## src/rtl/slave_req_dispatcher_if.sv

```systemverilog
// rtl/slave_req_dispatcher_if.sv - master/slave request bundle around one slave_req_dispatcher
interface slave_req_dispatcher_if #(
   parameter int ADDR_W = 32,
   parameter int DATA_W = 32
);
   logic              m0_req;
   logic              m0_cmd;
   logic [ADDR_W-1:0] m0_addr;
   logic [DATA_W-1:0] m0_wdata;
   logic              m0_ack;
   logic              m1_req;
   logic              m1_cmd;
   logic [ADDR_W-1:0] m1_addr;
   logic [DATA_W-1:0] m1_wdata;
   logic              m1_ack;
   logic              s_req;
   logic              s_cmd;
   logic [ADDR_W-1:0] s_addr;
   logic [DATA_W-1:0] s_wdata;
   logic              s_ack;
   logic              data_read0;
   logic              data_read1;
   logic [1:0]        stat0;
   logic [1:0]        stat1;

   modport slave (
      input  m0_req, m0_cmd, m0_addr, m0_wdata,
      input  m1_req, m1_cmd, m1_addr, m1_wdata,
      input  s_ack, data_read0, data_read1,
      output m0_ack, m1_ack, s_req, s_cmd, s_addr, s_wdata, stat0, stat1
   );

   modport master (
      output m0_req, m0_cmd, m0_addr, m0_wdata,
      output m1_req, m1_cmd, m1_addr, m1_wdata,
      output s_ack, data_read0, data_read1,
      input  m0_ack, m1_ack, s_req, s_cmd, s_addr, s_wdata, stat0, stat1
   );
endinterface

```

## src/rtl/slave_req_dispatcher.sv

```systemverilog
// rtl/slave_req_dispatcher.sv - per-slave arbiter/forwarder for two masters with status codes
// RR_ARB_EN: round-robin between contending masters; otherwise master0 has fixed priority.
module slave_req_dispatcher #(
   parameter int ADDR_W = 32,
   parameter int DATA_W = 32,
   parameter bit S_NO   = 1'b0
) (
   input logic                   clk,
   input logic                   reset,
   slave_req_dispatcher_if.slave bus
);
   typedef enum logic [1:0] {IDLE = 2'd0, GRANT = 2'd1, RDWAIT = 2'd2} state_t;

   localparam logic [1:0] ST_IDLE  = 2'd0;
   localparam logic [1:0] ST_WACK  = 2'd1;
   localparam logic [1:0] ST_WDATA = 2'd3;

   state_t              r_state;
   logic                r_gnt;
   logic                r_s_req;
   logic                r_s_cmd;
   logic [ADDR_W-1:0]   r_s_addr;
   logic [DATA_W-1:0]   r_s_wdata;
   logic                r_m0_ack;
   logic                r_m1_ack;
   logic [1:0]          r_stat0;
   logic [1:0]          r_stat1;
   logic                w_elig0;
   logic                w_elig1;
   logic                w_pick;
   logic                w_data_read;

   assign w_elig0     = bus.m0_req && (bus.m0_addr[ADDR_W-1] == S_NO);
   assign w_elig1     = bus.m1_req && (bus.m1_addr[ADDR_W-1] == S_NO);
   assign w_data_read = r_gnt ? bus.data_read1 : bus.data_read0;

`ifdef RR_ARB_EN
   logic r_last_grant;
   // Under contention the master that did not win last time goes first.
   assign w_pick = (w_elig0 && w_elig1) ? ~r_last_grant : w_elig1;
`else
   assign w_pick = !w_elig0;
`endif

   always_ff @(posedge clk or posedge reset) begin
      if (reset) begin
         r_state   <= IDLE;
         r_gnt     <= 1'b0;
         r_s_req   <= 1'b0;
         r_s_cmd   <= 1'b0;
         r_s_addr  <= '0;
         r_s_wdata <= '0;
         r_m0_ack  <= 1'b0;
         r_m1_ack  <= 1'b0;
         r_stat0   <= ST_IDLE;
         r_stat1   <= ST_IDLE;
`ifdef RR_ARB_EN
         r_last_grant <= 1'b1;
`endif
      end else begin
         r_m0_ack <= 1'b0;
         r_m1_ack <= 1'b0;
         case (r_state)
            IDLE: if (w_elig0 || w_elig1) begin
               r_gnt     <= w_pick;
               r_s_req   <= 1'b1;
               r_s_cmd   <= w_pick ? bus.m1_cmd   : bus.m0_cmd;
               r_s_addr  <= w_pick ? bus.m1_addr  : bus.m0_addr;
               r_s_wdata <= w_pick ? bus.m1_wdata : bus.m0_wdata;
               if (w_pick) r_stat1 <= ST_WACK;
               else        r_stat0 <= ST_WACK;
`ifdef RR_ARB_EN
               r_last_grant <= w_pick;
`endif
               r_state <= GRANT;
            end
            // The ack is owed even if the winner has dropped req meanwhile.
            GRANT: if (bus.s_ack) begin
               r_s_req <= 1'b0;
               if (r_gnt) begin
                  r_m1_ack <= 1'b1;
                  r_stat1  <= r_s_cmd ? ST_IDLE : ST_WDATA;
               end else begin
                  r_m0_ack <= 1'b1;
                  r_stat0  <= r_s_cmd ? ST_IDLE : ST_WDATA;
               end
               r_state <= r_s_cmd ? IDLE : RDWAIT;
            end
            RDWAIT: if (w_data_read) begin
               if (r_gnt) r_stat1 <= ST_IDLE;
               else       r_stat0 <= ST_IDLE;
               r_state <= IDLE;
            end
            default: r_state <= IDLE;
         endcase
      end
   end

   assign bus.s_req   = r_s_req;
   assign bus.s_cmd   = r_s_cmd;
   assign bus.s_addr  = r_s_addr;
   assign bus.s_wdata = r_s_wdata;
   assign bus.m0_ack  = r_m0_ack;
   assign bus.m1_ack  = r_m1_ack;
   assign bus.stat0   = r_stat0;
   assign bus.stat1   = r_stat1;
endmodule

```

## src/flat_wrapper.sv

```systemverilog
// flat-port wrapper written by rule: the top's interface ports become plain ports
module slave_req_dispatcher_flat 
#(
   parameter int ADDR_W = 32,
   parameter int DATA_W = 32,
   parameter bit S_NO   = 1'b0
)
  (clk, reset, bus_m0_req, bus_m0_cmd, bus_m0_addr, bus_m0_wdata, bus_m1_req, bus_m1_cmd, bus_m1_addr, bus_m1_wdata, bus_s_ack, bus_data_read0, bus_data_read1, bus_m0_ack, bus_m1_ack, bus_s_req, bus_s_cmd, bus_s_addr, bus_s_wdata, bus_stat0, bus_stat1);
  slave_req_dispatcher_if #(.ADDR_W(ADDR_W), .DATA_W(DATA_W)) bus_i ();
  input logic clk;
  input logic reset;
  input wire logic [$bits(bus_i.m0_req)-1:0] bus_m0_req;
  input wire logic [$bits(bus_i.m0_cmd)-1:0] bus_m0_cmd;
  input wire logic [$bits(bus_i.m0_addr)-1:0] bus_m0_addr;
  input wire logic [$bits(bus_i.m0_wdata)-1:0] bus_m0_wdata;
  input wire logic [$bits(bus_i.m1_req)-1:0] bus_m1_req;
  input wire logic [$bits(bus_i.m1_cmd)-1:0] bus_m1_cmd;
  input wire logic [$bits(bus_i.m1_addr)-1:0] bus_m1_addr;
  input wire logic [$bits(bus_i.m1_wdata)-1:0] bus_m1_wdata;
  input wire logic [$bits(bus_i.s_ack)-1:0] bus_s_ack;
  input wire logic [$bits(bus_i.data_read0)-1:0] bus_data_read0;
  input wire logic [$bits(bus_i.data_read1)-1:0] bus_data_read1;
  output wire logic [$bits(bus_i.m0_ack)-1:0] bus_m0_ack;
  output wire logic [$bits(bus_i.m1_ack)-1:0] bus_m1_ack;
  output wire logic [$bits(bus_i.s_req)-1:0] bus_s_req;
  output wire logic [$bits(bus_i.s_cmd)-1:0] bus_s_cmd;
  output wire logic [$bits(bus_i.s_addr)-1:0] bus_s_addr;
  output wire logic [$bits(bus_i.s_wdata)-1:0] bus_s_wdata;
  output wire logic [$bits(bus_i.stat0)-1:0] bus_stat0;
  output wire logic [$bits(bus_i.stat1)-1:0] bus_stat1;
  assign bus_i.m0_req = bus_m0_req;
  assign bus_i.m0_cmd = bus_m0_cmd;
  assign bus_i.m0_addr = bus_m0_addr;
  assign bus_i.m0_wdata = bus_m0_wdata;
  assign bus_i.m1_req = bus_m1_req;
  assign bus_i.m1_cmd = bus_m1_cmd;
  assign bus_i.m1_addr = bus_m1_addr;
  assign bus_i.m1_wdata = bus_m1_wdata;
  assign bus_i.s_ack = bus_s_ack;
  assign bus_i.data_read0 = bus_data_read0;
  assign bus_i.data_read1 = bus_data_read1;
  assign bus_m0_ack = bus_i.m0_ack;
  assign bus_m1_ack = bus_i.m1_ack;
  assign bus_s_req = bus_i.s_req;
  assign bus_s_cmd = bus_i.s_cmd;
  assign bus_s_addr = bus_i.s_addr;
  assign bus_s_wdata = bus_i.s_wdata;
  assign bus_stat0 = bus_i.stat0;
  assign bus_stat1 = bus_i.stat1;
  slave_req_dispatcher #(.ADDR_W(ADDR_W), .DATA_W(DATA_W), .S_NO(S_NO)) u_core (.clk(clk), .reset(reset), .bus(bus_i));
endmodule
```

## config.mk

```make
export PLATFORM = sky130hd
export DESIGN_NAME = slave_req_dispatcher_flat
export DESIGN_NICKNAME = d
export VERILOG_FILES = /design/src/rtl/slave_req_dispatcher_if.sv /design/src/rtl/slave_req_dispatcher.sv /design/src/flat_wrapper.sv
export SDC_FILE = /design/constraint.sdc
export NUM_CORES = 1
export LEC_CHECK = 0
export BUFFER_PORTS_ARGS = -buffer_cell sky130_fd_sc_hd__buf_2
export CORE_MARGIN = 8
export CORE_UTILIZATION = 47
export DETAILED_ROUTE_END_ITERATION = 16
export PLACE_DENSITY = 0.86
export SYNTH_ARGS = -nofsm -noshare
export SYNTH_HDL_FRONTEND = slang
export SYNTH_SLANG_ARGS = --single-unit
```

## constraint.sdc

```tcl
create_clock -name clk -period 7.2 [get_ports clk]
set_input_delay 1.44 -clock clk [delete_from_list [all_inputs] [get_ports clk]]
set_output_delay 1.44 -clock clk [all_outputs]
set_load 0.1 [all_outputs]
```

## Word-level counts from Yosys, hierarchy flattened

Index checks and enable logic that the tools add are counted.
Widths: inputs -> output; s select.

- Flip-flop bits (word level): 75
- Logic and storage cells: 68

- Eq/ne operators: 11
- Multiplexer cells: 33
- Bitwise operators: 2
- Reduce and logical (&&, ||, !) cells: 12

Operators with widths:

| kind | number |
|---|---|
| $mux 32 | 2 |
| $mux 2 | 17 |
| $pmux 2 s3 | 3 |
| $reduce_and 7->1 | 2 |
| $mux 1 | 10 |
| $ne 2x1->1 const B | 5 |
| $ne 2x2->1 const B | 4 |
| $reduce_and 3->1 | 2 |
| $reduce_bool 3->1 | 1 |
| $eq 2x1->1 const B | 1 |
| $eq 2x2->1 const B | 1 |
| $logic_and 1x1->1 | 2 |
| $logic_not 2->1 | 1 |
| $not 1->1 | 2 |
| $pmux 1 s2 | 1 |
| $reduce_and 2->1 | 1 |
| $reduce_bool 2->1 | 1 |
| $logic_not 1->1 | 1 |
| $logic_or 1x1->1 | 1 |

## Depth between registers and ports, before layout

Gate-level depths: netlist of run 1.

- Depth in word-level cells: 5
- Mapped depth: 6
- Gate-level depth less buffers: 4

## Worst setup path after synthesis of run 1

No wires, ideal clock.

- Kind: input port to flip-flop
- Start point: input port bus_m1_addr[31]
- End point: register u_core.r_stat0[1] (netlist: u_core.bus.stat0[1])
- Setup time: 0.128 ns
- Arrival time: 2.355 ns
- Data required time: 7.072 ns
- Slack: 4.717 ns
- Stages: 4
- Path buffers: 0
- Path through: nand2b_1 > a32o_2 > nor3b_2 > mux2_1

- Cells in the longest elaborated chain, start to end: 5

Ends and longest elaborated chain:

| element | line | text |
|---|---|---|
| start: declaration | flat_wrapper.sv:18 | `input wire logic [$bits(bus_i.m1_addr)-1:0] bus_m1_addr;` |
| $not 1->1 | slave_req_dispatcher.sv:34 | `assign w_elig1 = bus.m1_req && (bus.m1_addr[ADDR_W-1] == S_NO);` |
| $logic_and 1x1->1 | slave_req_dispatcher.sv:34 |  |
| $logic_or 1x1->1 | slave_req_dispatcher.sv:64 | `IDLE: if (w_elig0 \|\| w_elig1) begin` |
| $ne 2x1->1 (no line) | -- |  |
| $reduce_and 7->1 (no line) | -- |  |
| end signal: assignment | slave_req_dispatcher.sv:85 | `r_stat0 <= r_s_cmd ? ST_IDLE : ST_WDATA;` |
| end: declaration | slave_req_dispatcher.sv:26 | `logic [1:0] r_stat0;` |

Every way passes these cells.
A chain may end at the register's enable or synchronous reset.

## Final worst setup path of run 1

- Start point: input port bus_m0_req
- End point: register u_core.r_s_wdata[7] (netlist: u_core.bus.s_wdata[7])

- Cells in the longest elaborated chain, start to end: 3
- Elaborated cells on any way between the ends: 4
- Classes of those cells: mux: 1; reduce/logical: 3

Ends and longest elaborated chain:

| element | line | text |
|---|---|---|
| start: declaration | flat_wrapper.sv:12 | `input wire logic [$bits(bus_i.m0_req)-1:0] bus_m0_req;` |
| $logic_and 1x1->1 (*) | slave_req_dispatcher.sv:33 | `assign w_elig0 = bus.m0_req && (bus.m0_addr[ADDR_W-1] == S_NO);` |
| $logic_or 1x1->1 | slave_req_dispatcher.sv:64 |  |
| $reduce_and 2->1 (no line) | -- |  |
| end signal: assignment | slave_req_dispatcher.sv:69 | `r_s_wdata <= w_pick ? bus.m1_wdata : bus.m0_wdata;` |
| end: declaration | slave_req_dispatcher.sv:23 | `logic [DATA_W-1:0] r_s_wdata;` |

Mark *: on every way between the ends. The rest lies on a longest branch, timed or not.

==> impl_summary.txt, run 1 <==
----------------------------------------------------
[Run status]
  Status ... complete, no violations

[Clocking]
  Worst-Skew Late Latency ... roughly 0.33 ns
  Number of buffers inserted for hold repair after clock tree synthesis ... 0
  Cell chosen for the clock root ... sky130_fd_sc_hd__clkbuf_8
  Number of gates resized after cts ... 0
  TritonCTS clock tree ... built
  Worst-case clock buffer depth ... 2
  Clock transition at the register clock pins on the worst setup and hold paths after CTS ... roughly 0.07 ns
  Sinks on the clock net ... 75
  Clock buffer count from CTS ... 9
  H-tree levels ... 3
  Postcts setup bufs ... 0

[Die]
  Initial cell density of the core ... 0.4804
  Io pins ... ~210
  Die outline width ... 101.9 um
  Vertical die dimension ... slightly above 100 um
  Row Count ... 31
  Full die area ... approximately 10,000 um^2
  Area of the core ... approximately 7200 um^2

[Yosys]
  Post-synth top flop ... sky130_fd_sc_hd__dfrtp_1
  Flop and latch count out of synthesis ... 75
  Most instantiated cells after synthesis ... sky130_fd_sc_hd__dfrtp_1 (75), sky130_fd_sc_hd__nand2_1 (68), sky130_fd_sc_hd__o21ai_1 (66)
  Cells taking the most area after synthesis ... sky130_fd_sc_hd__dfrtp_1 (54%), sky130_fd_sc_hd__mux2i_1 (18%), sky130_fd_sc_hd__o21ai_1 (9.5%)
  Post-synth top area cell ... sky130_fd_sc_hd__dfrtp_1
  Share of the synthesized area in the top cell type ... 0.5415
  Synth unique cells ... 25
  Count of warnings emitted by yosys ... 0
  Post-synthesis net count ... ~470
  Average footprint of a synthesized cell ... 10.53 um^2
  Number of instances in the synthesized netlist ... ~330
  Most frequent cell after synthesis ... sky130_fd_sc_hd__dfrtp_1
  Synthesized cell area ... ~3500 um^2
  Number of synthesized flops with an enable pin ... 0
  Async S/R FF share, synth ... 1.000
  Post-synthesis sequential area ratio ... 0.5415

[Layout]
  Fraction of final layout cells sized beyond drive strength 1 ... 0.4374
  Final design area excluding fillers ... ~4800 um^2
  Layout overhead on the synthesized area ... 37.44%
  Number of antenna repair diodes ... 0
  Total Nets Final ... 667

[Placement]
  Number of port buffers ... 208
  Setup slack at placement ... roughly 3.6 ns
  DP HPWL ... slightly below 8 mm
  Routability Congestion ... ~0.83
  Post-DP Area ... ~4600 um^2

[Timing]
  Achievable frequency ... roughly 300 MHz
  Clock Skew ... between 0.009 and 0.01 ns
  Unrepaired setup endpoints after global routing ... no
  Final critical delay including setup and external delays ... ~3.2 ns
  Setup violations, final ... 0
  Setup WS post-layout ... 3.959 ns
  Max transition margin ... 0.3912
  Final Hold Violating Endpoints ... 0
  Sum Neg Setup Slack ... 0 ns
  Worst Tran Pin Value ... between 0.9 and 1 ns
  Final Max Slew Viols ... 0
  Period Utilization, post-route ... 0.4502
  Hold WS ... 0.4796 ns

[Worst setup path]
  Reg2reg end ... u_core.bus.s_wdata[7]
  Critical Path Sink Type ... register
  Launch point of the critical path ... bus_m0_req
  Endpoint required time on the critical path ... 7.38 ns
  Data arrival time at the worst-slack endpoint ... roughly 3.4 ns
  Origin of the critical flop-to-flop path ... u_core.r_state[1]
  Logic depth of the worst register-to-register path ... 4
  CP Launch Type ... primary input
  Type of the worst setup path ... primary input to register
  Maximum fanout count along the critical path ... 90
  R2R setup slack ... ~5.2 ns

[Drt]
  Avg WL per Cell ... around 15 um
  Number of nets with antenna violations after routing ... 0
  Post-detailed-route via-to-cell ratio ... 4.856
  Number of DRC violations after detailed routing ... 0
  Iteration count of the initial detailed-routing pass ... 4
  Iter 0 DRT Violations ... between 50 and 60
  Final wirelength ... 9.620 mm
  Total number of vias ... 3,079

[Flow run]
  Max-capacitance violation count ... 0

[Global route]
  Maximum number of pins on one net before global-route repair ... 91
  Vias in the first global route ... about 3,300
  Overall Global Routing Usage ... 0.1819
  Overflow left after global routing ... 0
  Global-route wire length before repair ... between 15 and 20 mm
  Antenna violations before repair ... 0

[Hold path]
  Hold EP ... u_core.bus.s_wdata[6]
  Min-delay src ... u_core.bus.s_wdata[6]
  Worst hold path depth ... 2
  Type of the tightest min-delay check ... register to register

----------------------------------------------------
## final cells by class
cell class	instances	area [um^2]
fillers	579	2451
repair buffers	211	1064
inverters	4	16.27
multi-input cells	229	1474
flip-flops and latches	75	1877
clock inverters	5	77.57
well taps	99	123.9
clock buffers	11	131.4
## registers in the layout, summed over array words and instances (netlist names)
signal	count
u_core.bus.s_addr	32
u_core.bus.s_wdata	32
u_core.bus.stat0	2
u_core.bus.stat1	2
u_core.r_state	2
u_core.bus.m0_ack	1
u_core.bus.m1_ack	1
u_core.bus.s_cmd	1
u_core.bus.s_req	1
u_core.r_gnt	1
## per-layer routing
layer	vias to the layer above	routed length (um)	GRT usage
met1	1390	3535	0.2008
met4	0	224	0.07788
met2	141	4850	0.3159
li1	1530	-	-
met5	-	0	0
met3	18	1010	0.05722
## how the worst max path moves through the flow
stage | to | slack (ns) | cells past startpoint
after floorplan | u_core.bus.m0_ack | 3.85 | 1
after global placement | u_core.bus.s_wdata[0] | 3.70 | 5
after detailed placement | u_core.bus.s_wdata[7] | 3.62 | 5
after CTS | u_core.bus.s_addr[15] | 3.98 | 5
after global routing | u_core.bus.s_addr[30] | 3.71 | 6
final | u_core.bus.s_wdata[7] | 3.96 | 5
## stage by stage
step	utilization	instances
floorplan	-	329
global placement	0.6313	618
detailed placement	0.6313	618
CTS	0.6603	634
global route	0.6603	634
finish	0.6603	634
## layout by cell type, fill, tap and decap left out, drive strengths merged, types with 4 or more instances in the layout
cell,instances
nand2,68
dfrtp,75
nand2b,5
nor2b,4
a21oi,4
buf,211
mux2i,64
o21ai,67
clkbuf,11
## worst max-delay path: stages
cell,delay [ns]
sky130_fd_sc_hd__buf_2,0.13
sky130_fd_sc_hd__nor2b_1,0.18
sky130_fd_sc_hd__o21ai_4,0.70
sky130_fd_sc_hd__buf_4,0.74
sky130_fd_sc_hd__o21ai_1,0.18
## cell families (layout without fill, tap and decap cells)
logic type / count (synthesis) / count (layout) / synth area share
AO/OA/AOI/OAI: 75 / 75 / 0.1162
AND/OR/NAND/NOR: 87 / 87 / 0.1101
buffers and inverters: 25 / 231 / 0.03754
multiplexers: 67 / 67 / 0.1946
flip-flops: 75 / 75 / 0.5415
Power of run 1 is left out: the tool's default activity adds up to more than one toggle a clock period on the data nets, which glitch-free logic cannot reach.
==> run 2: changes to the inputs <==
--- a/config.mk
+++ b/config.mk
@@ -7,9 +7,9 @@
 export LEC_CHECK = 0
 export BUFFER_PORTS_ARGS = -buffer_cell sky130_fd_sc_hd__buf_2
 export CORE_MARGIN = 8
-export CORE_UTILIZATION = 47
+export CORE_UTILIZATION = 39
 export DETAILED_ROUTE_END_ITERATION = 16
-export PLACE_DENSITY = 0.86
+export PLACE_DENSITY = 0.76
 export SYNTH_ARGS = -nofsm -noshare
 export SYNTH_HDL_FRONTEND = slang
 export SYNTH_SLANG_ARGS = --single-unit
==> constraint.sdc (replaced) <==
create_clock -name clk -period 2.8 [get_ports clk]
set_input_delay 0.56 -clock clk [delete_from_list [all_inputs] [get_ports clk]]
set_output_delay 0.56 -clock clk [all_outputs]
set_load 0.1 [all_outputs]
==> run 2 against run 1 <==
Critical path depth decreased by 4. First-iteration DRC count increased by 51%. Clock-buffer cell count unchanged. Sequential share of layout area decreased by 0.30 points. Non-clock buffer count increased by 2. Sequential cell count unchanged. Utilization decreased by 11 points. Final area increased by 0.76%. Final cell count increased by 1.6%. Register-to-register slack got worse by 4.0 ns. Wire length decreased by 0.65%. Via count decreased by 1.0%.
==> impl_summary.txt, run 2 (same netlist as run 1, synthesis figures left out) <==
----------------------------------------------------
[Worst setup path]
  Critical path cell sequence ... buf_2
  Critical Path Sink Type ... primary output
  Standard cell with the maximum stage delay on the critical path ... sky130_fd_sc_hd__buf_2
  Kind of cell adding the most delay to the critical path ... buffers and inverters
  CP Buf/Inv Count ... 1 (-1)
  Maximum fanout count along the critical path ... 4 (-96%)
  Type of the worst setup path ... register to primary output
  Endpoint required time on the critical path ... 2.24 ns (-5.14 ns)
  Data arrival time at the worst-slack endpoint ... 1.24 ns (-2.18 ns)
  CP Launch Type ... register
  Peak per-stage delay on the critical path ... 0.46 ns (-0.28 ns)

[Clocking]
  Clock buffer count from CTS ... 9 (unchanged)
  TritonCTS clock tree ... built
  Postcts setup bufs ... 0 (unchanged)
  Number of buffers inserted for hold repair after clock tree synthesis ... 0 (unchanged)
  Sinks on the clock net ... 75 (unchanged)
  H-tree levels ... 3 (unchanged)
  Worst-Skew Late Latency ... 0.33 ns (about the same)
  Clock transition at the register clock pins on the worst setup and hold paths after CTS ... 0.08 ns (about the same)
  Number of gates resized after cts ... 0 (unchanged)
  Cell chosen for the clock root ... sky130_fd_sc_hd__clkbuf_8
  Worst-case clock buffer depth ... 2 (unchanged)

[Timing]
  Max transition margin ... 0.4918 (+0.1006)
  Unrepaired setup endpoints after global routing ... no
  Setup violations, final ... 0 (unchanged)
  Hold WS ... 0.3578 ns (-0.1218 ns)
  Clock Skew ... 0.007715 ns (-0.001947 ns)
  Final Hold Violating Endpoints ... 0 (unchanged)
  Final Max Slew Viols ... 0 (unchanged)
  Worst Tran Pin Value ... 0.7612 ns (-0.1520 ns)
  Achievable frequency ... between 500 and 600 MHz
  Period Utilization, post-route ... 0.6441
  Final critical delay including setup and external delays ... roughly 1.8 ns
  Sum Neg Setup Slack ... 0 ns (unchanged)

[Layout]
  Number of antenna repair diodes ... 0 (unchanged)
  Highest-count cells in the layout ignoring fill and taps ... sky130_fd_sc_hd__buf_2 (208), sky130_fd_sc_hd__dfrtp_1 (75), sky130_fd_sc_hd__nand2_1 (68)
  Fraction of final layout cells sized beyond drive strength 1 ... 0.4384 (+0.001050)
  Filler cells ... 802 (+39%)
  Most frequent standard cell in the layout excluding fill and tap cells ... sky130_fd_sc_hd__buf_2
  Final design area excluding fillers ... 4800 um^2 (+0.76%)
  Total Nets Final ... 669 (+0.30%)
  Layout overhead on the synthesized area ... 38.48%

[Die]
  Area of the core ... 8678 um^2 (+20%)
  Vertical die dimension ... 110.3 um (+8.2%)
  Row Count ... 34 (+9.7%)
  Full die area ... 12,160 um^2 (+17%)
  Io pins ... 209 (unchanged)
  Initial cell density of the core ... 0.3994 (-0.08104)
  Die outline width ... 110.3 um (+8.2%)

[Hold path]
  Type of the tightest min-delay check ... primary input to asynchronous set/reset pin

[Global route]
  Overall Global Routing Usage ... 0.1511 (-0.03079)
  Vias in the first global route ... 3,098 (-5.4%)
  Antenna violations before repair ... 1 (+1)
  Overflow left after global routing ... 0 (unchanged)
  Global-route wire length before repair ... 14.46 mm (-3.9%)
  Maximum number of pins on one net before global-route repair ... 74 (-19%)

[Placement]
  Number of port buffers ... 208 (unchanged)
  DP HPWL ... 7.776 mm (+0.62%)
  Post-DP Area ... 4592 um^2 (+0.82%)
  Routability Congestion ... 0.7926 (-4.7%)

[Drt]
  Total number of vias ... 3,047 (-1.0%)
  Avg WL per Cell ... 14.84 um (-2.2%)
  Iter 0 DRT Violations ... 80 (+51%)
  Number of DRC violations after detailed routing ... 0 (unchanged)
  Final wirelength ... 9.557 mm (-0.65%)
  Post-detailed-route via-to-cell ratio ... 4.731 (-2.6%)
  Number of nets with antenna violations after routing ... 0 (unchanged)
  Iteration count of the initial detailed-routing pass ... 4 (unchanged)

[Run status]
  Status ... complete, no violations

[Flow run]
  Max-capacitance violation count ... 0 (unchanged)

----------------------------------------------------
-- run 2: layout make-up --
class | instances | area (um^2) | share of cell area
Sequential cell | 75 | 1877 | 0.3910
Inverter | 4 | 15.01 | 0.003128
Multi-Input combinational cell | 229 | 1474 | 0.3071
Clock buffer | 11 | 131.4 | 0.02737
Clock inverter | 4 | 76.32 | 0.01590
Tap cell | 108 | 135.1 | 0.02815
Timing Repair Buffer | 213 | 1091 | 0.2273
-- run 2: final timing paths --
path	slack, ns	end	cells after the start	start
min reg2reg	0.47	u_core.bus.s_req	2	u_core.bus.s_req
min	0.36	u_core.bus.s_addr[1]	2	reset
max in group asynchronous	1.76	u_core.bus.s_wdata[18]	3	reset
max reg2reg	1.21	u_core.bus.s_addr[0]	5	u_core.r_state[1]
min in group clk	0.45	u_core.r_state[0]	2	bus_s_ack
max	1.0	bus_s_cmd	1	u_core.bus.s_cmd
-- run 2: layer usage --
metal / share of wire / global-route usage / vias up
met1: 0.38 / 0.1691 / 1375
li1: - / - / 1536
met4: 0.012 / 0.04567 / 2
met5: 0.0013 / 0 / -
met2: 0.51 / 0.2638 / 122
met3: 0.10 / 0.05349 / 12
-- run 2: stage by stage --
stage | utilization | setup slack (ns) | cells
after detailed placement | 0.5291 | 0.8743 | 629
after floorplan | - | 0.3300 | 329
after global routing | 0.5531 | 0.9421 | 644
after CTS | 0.5531 | 0.9706 | 644
final | 0.5531 | 0.9967 | 644
after global placement | 0.5291 | 0.9525 | 629
Power of run 2 is left out for the same reason.
==> run 3: changes to the inputs <==
--- a/config.mk
+++ b/config.mk
@@ -5,6 +5,7 @@
 export SDC_FILE = /design/constraint.sdc
 export NUM_CORES = 1
 export LEC_CHECK = 0
+export ABC_AREA = 1
 export BUFFER_PORTS_ARGS = -buffer_cell sky130_fd_sc_hd__buf_2
 export CORE_MARGIN = 8
 export CORE_UTILIZATION = 39
==> constraint.sdc (replaced) <==
create_clock -name clk -period 1.6 [get_ports clk]
set_input_delay 0.32 -clock clk [delete_from_list [all_inputs] [get_ports clk]]
set_output_delay 0.32 -clock clk [all_outputs]
set_load 0.1 [all_outputs]
==> run 3 against run 2 <==
Final cell count is 14% higher. Global-route usage is 3.2 points higher. Area after synthesis is 1.5% higher. Clock skew is 0.0054 ns higher. Sequential share of layout area is 0.47 points lower. Synthesized cell count is 30% higher. Register-to-register slack worse by 1.0 ns. First-iteration DRC count grew to 3.6 times the previous value.
==> impl_summary.txt, run 3 <==
----------------------------------------------------
[Worst setup path]
  Standard cell with the maximum stage delay on the critical path ... sky130_fd_sc_hd__buf_2
  Total number of cells along the worst setup path ... 1 (unchanged)
  Type of the worst setup path ... register to primary output
  Endpoint required time on the critical path ... 1.28 ns (-0.96 ns)
  Origin of the critical flop-to-flop path ... u_core.r_state[1]
  Peak per-stage delay on the critical path ... 0.44 ns (-0.02 ns)
  CP Launch Type ... register
  CP Buf/Inv Count ... 1 (unchanged)
  Critical Path Sink Type ... primary output
  Logic depth of the worst register-to-register path ... 6 (+1)
  Maximum fanout count along the critical path ... 2 (-2)
  Critical path cell sequence ... buf_2
  Data arrival time at the worst-slack endpoint ... 1.15 ns (-0.09 ns)
  Launch point of the critical path ... u_core.bus.s_req
  Kind of cell adding the most delay to the critical path ... buffers and inverters

[Yosys]
  Most frequent cell after synthesis ... sky130_fd_sc_hd__nand2_1
  Number of instances in the synthesized netlist ... 427 (+30%)
  Post-synthesis net count ... 564 (+21%)
  Average footprint of a synthesized cell ... 8.237 um^2 (-22%)
  Cells taking the most area after synthesis ... sky130_fd_sc_hd__dfrtp_1 (53%), sky130_fd_sc_hd__a31oi_1 (11%), sky130_fd_sc_hd__nand3_1 (10%)
  Post-synthesis sequential area ratio ... 0.5336 (-0.007898)
  Most instantiated cells after synthesis ... sky130_fd_sc_hd__nand2_1 (94), sky130_fd_sc_hd__dfrtp_1 (75), sky130_fd_sc_hd__nand3_1 (71)
  Count of warnings emitted by yosys ... 0 (unchanged)
  Share of the synthesized area in the top cell type ... 0.5336 (-0.007898)
  Synth unique cells ... 18 (-28%)
  Post-synth top flop ... sky130_fd_sc_hd__dfrtp_1
  Post-synth top area cell ... sky130_fd_sc_hd__dfrtp_1
  Synthesized cell area ... 3517 um^2 (+1.5%)
  Flop and latch count out of synthesis ... 75 (unchanged)
  Async S/R FF share, synth ... 1.000 (unchanged)
  Number of synthesized flops with an enable pin ... 0 (unchanged)

[Timing]
  Period Utilization, post-route ... 0.9200
  Unrepaired setup endpoints after global routing ... no
  Sum Neg Setup Slack ... 0 ns (unchanged)
  Max transition margin ... 0.6516 (+0.1598)
  Clock Skew ... 0.01310 ns (+0.005385 ns)
  Setup violations, final ... 0 (unchanged)
  Final critical delay including setup and external delays ... 1.472 ns
  Worst Tran Pin Value ... 0.5262 ns (-0.2350 ns)
  Final Hold Violating Endpoints ... 0 (unchanged)
  Achievable frequency ... between 600 and 700 MHz
  Final Max Slew Viols ... 0 (unchanged)

[Global route]
  Overflow left after global routing ... 0 (unchanged)
  Maximum number of pins on one net before global-route repair ... 76 (+2.7%)
  Vias in the first global route ... 3,781 (+22%)
  Overall Global Routing Usage ... 0.1830 (+0.03183)
  Antenna violations before repair ... 0 (-1)
  Global-route wire length before repair ... 18.79 mm (+30%)

[Die]
  Initial cell density of the core ... 0.4033 (+0.003934)
  Area of the core ... 8721 um^2 (+0.49%)
  Io pins ... 209 (unchanged)
  Die outline width ... 111.0 um (+0.63%)
  Row Count ... 34 (unchanged)
  Vertical die dimension ... 111.0 um (+0.63%)
  Full die area ... 12,310 um^2 (+1.3%)

[Placement]
  Routability Congestion ... 0.8331 (+5.1%)
  DP HPWL ... 8.816 mm (+13%)
  Number of port buffers ... 208 (unchanged)
  Cell total after placement ... 718 (+14%)

[Drt]
  Number of DRC violations after detailed routing ... 0 (unchanged)
  Post-detailed-route via-to-cell ratio ... 5.125 (+8.3%)
  Iteration count of the initial detailed-routing pass ... 5 (+1)
  Iter 0 DRT Violations ... 289 (+260%)
  Total number of vias ... 3,762 (+23%)
  Number of nets with antenna violations after routing ... 0 (unchanged)
  Final wirelength ... 11.54 mm (+21%)
  Avg WL per Cell ... 15.72 um (+6.0%)

[Clocking]
  TritonCTS clock tree ... built
  Worst-Skew Late Latency ... 0.34 ns (about the same)
  Cell chosen for the clock root ... sky130_fd_sc_hd__clkbuf_8
  H-tree levels ... 3 (unchanged)
  Clock transition at the register clock pins on the worst setup and hold paths after CTS ... 0.08 ns (about the same)
  Worst-case clock buffer depth ... 2 (unchanged)
  Sinks on the clock net ... 75 (unchanged)
  Clock buffer count from CTS ... 9 (unchanged)

[Layout]
  Fraction of final layout cells sized beyond drive strength 1 ... 0.3802 (-0.05824)
  Layout overhead on the synthesized area ... 38.14%
  Final Instance Count excl. Fillers ... 734 (+14%)
  Most frequent standard cell in the layout excluding fill and tap cells ... sky130_fd_sc_hd__buf_2
  Number of antenna repair diodes ... 0 (unchanged)
  Total Nets Final ... 758 (+13%)
  Highest-count cells in the layout ignoring fill and taps ... sky130_fd_sc_hd__buf_2 (207), sky130_fd_sc_hd__nand2_1 (93), sky130_fd_sc_hd__dfrtp_1 (75)

[Hold path]
  Type of the tightest min-delay check ... primary input to asynchronous set/reset pin

[Flow run]
  Max-capacitance violation count ... 0 (unchanged)

[Run status]
  Status ... complete, no violations

----------------------------------------------------
[run 3: area by class of cell]
type / count / area (um^2)
clock inverters: 5 / 77.57
inverters: 11 / 45.04
repair buffers: 218 / 1169
fillers: 818 / 3862
clock buffers: 11 / 131.4
flip-flops and latches: 75 / 1877
multi-input cells: 306 / 1424
well taps: 108 / 135.1
[run 3: cell families after synthesis]
family | share of synthesized area
AO/OA/AOI/OAI | 0.1188
buffers and inverters | 0.06368
flip-flops | 0.5336
AND/OR/NAND/NOR | 0.2839
[run 3: final timing paths]
check / end / slack [ns]
max in group asynchronous: u_core.bus.s_addr[26] / 1.21
worst min register to register: u_core.bus.stat0[0] / 0.47
worst max register to register: u_core.bus.s_wdata[9] / 0.17
worst min-delay path: u_core.bus.s_req / 0.09
worst max-delay path: bus_s_req / 0.13
min in group clk: u_core.bus.s_addr[1] / 0.23
[run 3: repair_timing]
| item | in CTS | in global routing |
|---|---|---|
| gates resized for setup | 0 | 1 |
| setup endpoints to repair | 0 | 1 |
| hold buffers | 0 | 0 |
| buffers inserted | 0 | 0 |
[run 3: routing by layer]
layer  track usage  routed length, um  vias to the layer above
li1              -                  -                     1843
met1        0.2126               4580                     1732
met2        0.3017               5658                      170
met3       0.06981               1101                       17
met4       0.06126                200                        0
met5             0                  0                        -
[run 3: metrics by stage]
stage	hold slack, ns	instance area (um^2)	utilization	worst slack, ns
floorplan	0.4542	3521	-	0.1734
global placement	0.4576	4647	0.5329	0.1783
detailed placement	0.4579	4647	0.5329	0.1703
CTS	0.1001	4856	0.5568	0.02963
global route	0.1023	4858	0.5571	0.04673
finish	0.08566	4858	0.5571	0.1279
Power of run 3 is left out for the same reason.
